$ cat src/rtl/key_matrix_scan.sv
// 4x4 key matrix scanner: row drive, line synchronisation, frame debounce and change handshake.
// Optional ghost-frame rejection is built when GHOST_BLOCK_EN is defined.
module key_matrix_scan #(
  parameter int unsigned SCAN_DIV     = 6000,
  parameter int unsigned DEBOUNCE_CNT = 8
) (
  input  logic        clk,
  input  logic        rst,
  input  logic [3:0]  line,
  output logic [3:0]  row,
  output logic [15:0] keys,
  output logic        chg_valid,
  input  logic        chg_ack,
  output logic        ghost
);

  localparam int unsigned DIV_W  = (SCAN_DIV > 1) ? $clog2(SCAN_DIV) : 1;
  localparam int unsigned STAB_W = (DEBOUNCE_CNT > 0) ? $clog2(DEBOUNCE_CNT + 1) : 1;
  localparam logic [DIV_W-1:0]  DIV_LAST = DIV_W'(SCAN_DIV - 1);
  localparam logic [STAB_W-1:0] STAB_MAX = STAB_W'(DEBOUNCE_CNT);

  typedef enum logic [1:0] {ROW0, ROW1, ROW2, ROW3} row_state_t;

  row_state_t        state, state_next;
  logic [3:0]        line_meta, line_sync;
  logic [3:0]        sample;
  logic [DIV_W-1:0]  div_cnt;
  logic              div_last;
  logic              frame_end;
  logic [11:0]       raw;
  logic [15:0]       frame;
  logic [15:0]       prev_f;
  logic [STAB_W-1:0] stab, stab_next;
  logic              commit;
  logic              frame_ghost;

  assign sample    = ~line_sync;
  assign div_last  = (div_cnt == DIV_LAST);
  assign frame_end = div_last && (state == ROW3);
  // Row 3 is never latched into raw: the frame is assembled from the live sample.
  assign frame     = {sample, raw};

  always_ff @(posedge clk or posedge rst) begin
    if (rst) state <= ROW0;
    else     state <= state_next;
  end

  always_comb begin
    state_next = state;
    row        = 4'b1110;
    case (state)
      ROW0: begin
        row = 4'b1110;
        if (div_last) state_next = ROW1;
      end
      ROW1: begin
        row = 4'b1101;
        if (div_last) state_next = ROW2;
      end
      ROW2: begin
        row = 4'b1011;
        if (div_last) state_next = ROW3;
      end
      ROW3: begin
        row = 4'b0111;
        if (div_last) state_next = ROW0;
      end
      default: state_next = ROW0;
    endcase
  end

  // Synchroniser idles at the pulled-up level so reset does not look like a full press.
  always_ff @(posedge clk or posedge rst) begin
    if (rst) begin
      line_meta <= '1;
      line_sync <= '1;
      div_cnt   <= '0;
      raw       <= '0;
    end else begin
      line_meta <= line;
      line_sync <= line_meta;
      if (div_last) begin
        div_cnt <= '0;
        case (state)
          ROW0:    raw[3:0]  <= sample;
          ROW1:    raw[7:4]  <= sample;
          ROW2:    raw[11:8] <= sample;
          default: ;
        endcase
      end else begin
        div_cnt <= div_cnt + 1'b1;
      end
    end
  end

`ifdef GHOST_BLOCK_EN
  function automatic logic is_ghosted(input logic [15:0] f);
    logic       hit;
    logic [3:0] both;
    hit = 1'b0;
    for (int unsigned a = 0; a < 4; a++) begin
      for (int unsigned b = a + 1; b < 4; b++) begin
        both = f[a*4 +: 4] & f[b*4 +: 4];
        if ($countones(both) >= 2) hit = 1'b1;
      end
    end
    return hit;
  endfunction

  assign frame_ghost = is_ghosted(frame);

  always_ff @(posedge clk or posedge rst) begin
    if (rst)            ghost <= 1'b0;
    else if (frame_end) ghost <= frame_ghost;
  end
`else
  assign frame_ghost = 1'b0;
  assign ghost       = 1'b0;
`endif

  always_comb begin
    stab_next = stab;
    if (frame_ghost || (frame != prev_f)) stab_next = '0;
    else if (stab < STAB_MAX)             stab_next = stab + 1'b1;
    commit = !frame_ghost && (stab_next == STAB_MAX) && (stab != STAB_MAX) && (frame != keys);
  end

  always_ff @(posedge clk or posedge rst) begin
    if (rst) begin
      prev_f    <= '0;
      stab      <= '0;
      keys      <= '0;
      chg_valid <= 1'b0;
    end else begin
      if (frame_end) begin
        prev_f <= frame;
        stab   <= stab_next;
        if (commit) keys <= frame;
      end
      // A commit in the ack cycle keeps the change pending.
      if (frame_end && commit) chg_valid <= 1'b1;
      else if (chg_ack)        chg_valid <= 1'b0;
    end
  end

endmodule
$ cat config.mk
export PLATFORM = sky130hd
export DESIGN_NAME = key_matrix_scan
export DESIGN_NICKNAME = d
export VERILOG_FILES = /design/src/rtl/key_matrix_scan.sv
export SDC_FILE = /design/constraint.sdc
export NUM_CORES = 1
export LEC_CHECK = 0
export BUFFER_PORTS_ARGS = -buffer_cell sky130_fd_sc_hd__buf_2
export CAP_MARGIN = 20
export CORE_MARGIN = 5
export CORE_UTILIZATION = 59
export CTS_CLUSTER_DIAMETER = 100
export DETAILED_ROUTE_END_ITERATION = 10
export GPL_ROUTABILITY_DRIVEN = 1
export PLACE_DENSITY_LB_ADDON = 0.12
export SYNTH_ARGS = -nofsm -noshare
export SYNTH_HDL_FRONTEND = slang
export SYNTH_SLANG_ARGS = --single-unit
export TNS_END_PERCENT = 20
$ cat constraint.sdc
create_clock -name clk -period 3.2 [get_ports clk]
set_input_delay 0.32 -clock clk [delete_from_list [all_inputs] [get_ports clk]]
set_output_delay 0.32 -clock clk [all_outputs]
set_load 0.01 [all_outputs]
==> results_dict.tcl <==
set metrics [dict create \
    fin_nets 361 \
    peakVddDrop_v 0.000424 \
    relSlewSlack 0.412 \
    wl_um 6250 \
    ios 29 \
    ctsLongestPathBuffers 2 \
    synth_area_um2 3350 \
    final_common_cell "dfrtp_1" \
    root_buffer "clkbuf_8" \
    syn_area_per_cell_um2 10.7 \
    p_leak_nw 1.92 \
    timing.rr.end "keys[9]" \
    power_w 0.00176 \
    start_kind "flop" \
    core_um2 5510 \
    rsz0062_at_grt "no" \
    die_h_um 85.4 \
    finalCritPeriodShare 0.806 \
    drv_cap 0 \
    post_synth_num_cell_types 32 \
    r2r-start "line_sync[0]" \
    clock_skew_ns 0.0138 \
    hold_viol 0 \
    dp_slack_ns 0.636 \
    r2r_setup_slack_ns 0.62 \
    syn_nets 331 \
    reg2reg_depth 6 \
    hold_depth 1 \
    critPathKind "flop to flop" \
    grt-ovfl-total 0 \
    crit_arrival_ns 2.80 \
    die_area_um2 7290 \
    postCtsResizedCells 0 \
    io_buffers 27 \
    tightest_slew_ns 0.882 \
    yosys_warnings 0 \
    grt_antenna_before_repair 0 \
    p_per_area_nw_per_um2 469 \
    syn_inst 313 \
    wl_per_cell_um 14.9 \
    drive_gt1_frac 0.207 \
    startpoint "line_sync[0]" \
    drc 0 \
    cts_num_sinks 72 \
    routed_via_density 5.14 \
    cts_tree "yes" \
    numCtsBuffers 9 \
    hold_buffers 0 \
    ys_seq_elements 72 \
    min_to "line_meta[3]" \
    first_iter_violations 154 \
    clock.fmax_mhz 388 \
    grt_max_degree 73 \
    ant_nets 0 \
    htreeDepth 3 \
    path_clk_slew_ns 0.08 \
    clock_latency_ns 0.35 \
    grt_pass1_wl_um 10900 \
    fin_util 0.683 \
    mostFrequentLayoutCells "dfrtp_1 (64), nand2_1 (61), buf_2 (27)" \
    row_count 27 \
    drtPass1Iterations 4 \
    post_cts.repair.setup_buffers 0 \
    outcome "finished clean" \
    setup_violations 0 \
    cp-end-kind "flop" \
    final.setup.tns_ns 0 \
    antenna_cells 0 \
    gp_congestion 0.799 \
    fin_ws_ns 0.622 \
    hpwl_um 4250 \
    synthToLayoutAreaGrowth_pct 12.2 \
    grt_pass1_vias 2210 \
    hp-class "input port to flop" \
    required_ns 3.42 \
    grtUsageTotal 0.190 \
    period_minus_slack_ns 2.58 \
    yosysSeqAreaShare 0.541 \
    min_from "line[3]" \
    finalMaxSlewViolations 0 \
    start_util 0.608 \
    cp_max_fo 17 \
    dr_total_vias 2160 \
    die_w_um 85.4 \
]
-- through the flow --
step	cells	hold WS (ns)	area, um2
after global routing	420	0.0409	3760
after global placement	404	0.346	3530
after detailed placement	404	0.347	3530
after CTS	420	0.0496	3760
after floorplan	313	0.324	3350
final	420	0.0603	3760
-- registers in the layout, indices dropped and copies added, names as in the netlist --
name,cells
keys,16
prev_f,16
div_cnt,13
raw,12
line_meta,4
line_sync,4
stab,4
state,2
chg_valid,1
-- Yosys cell counts --
library cell   n  share of area
and4_1         1         0.0026
conb_1         1         0.0011
nor4_4         1         0.0063
a21o_1         1         0.0022
nor2_1        16          0.018
nor4b_1        1         0.0026
o21ai_0       18          0.027
nor4_2         1         0.0037
buf_12         1         0.0060
a31oi_1        1         0.0019
or3_1          1         0.0019
nand4_1        8          0.015
nor4_1         6          0.011
a21oi_1        5         0.0075
mux2i_1        5          0.015
mux2_2         8          0.027
nor3_1         2         0.0030
and3_1         2         0.0037
nand3_1        7          0.010
and2_1         1         0.0019
xnor2_1       21          0.055
nand2_1       61          0.068
or4b_4         1         0.0041
xor2_1        23          0.060
inv_1         19          0.021
nor2b_1        2         0.0037
dfrtp_1       64           0.48
ha_1          11          0.041
buf_4          3         0.0067
dfstp_2        8          0.063
clkbuf_1       8         0.0090
mux2_4         5          0.022
-- worst max-delay path: stages, from the launching register on --
cell and delay (ns):
dfstp_2 0.60, xor2_1 0.19, nand4_1 0.13, nor4_2 0.57, and4_1 0.29, buf_4 0.29
mux2_2 0.38
-- kinds of logic after synthesis --
family | Yosys count | synth area share
fa+ha+maj | 11 | 0.0411
flops | 72 | 0.541
buf+inv | 31 | 0.0429
xor+xnor | 44 | 0.115
simple gates | 111 | 0.156
other cells | 1 | 0.00112
compound gates | 25 | 0.0385
mux | 18 | 0.0642
-- worst max-delay path by stage --
stage                    to  cells past startpoint
floorplan           keys[0]                      8
global placement    keys[8]                      6
detailed placement  keys[8]                      6
CTS                 keys[9]                      6
global route        keys[9]                      6
finish              keys[9]                      6
-- cell type report --
type                            instances  area (um2)
Multi-Input combinational cell        210        1400
Clock inverter                          7         103
Clock buffer                            9         124
Sequential cell                        72        1810
Inverter                               19        71.3
Fill cell                             419        1750
Timing Repair Buffer                   31         165
Tap cell                               72        90.1
-- report_power, final --
part / leakage, nW / internal, W / switching [W]
Clock: 0.110 / 0.000447 / 0.000361
Sequential: 0.964 / 0.000919 / 0.00000617
Combinational: 0.849 / 0.00000838 / 0.0000230
Total: 1.92 / 0.00137 / 0.000390
-- metal layers --
metal / track usage / wire, um
met4: 0.0777 / 87
met1: 0.260 / 2980
met3: 0.0398 / 264
met2: 0.296 / 2920
met5: 0 / 0
No activity file was read; power rests on OpenSTA's default activity.
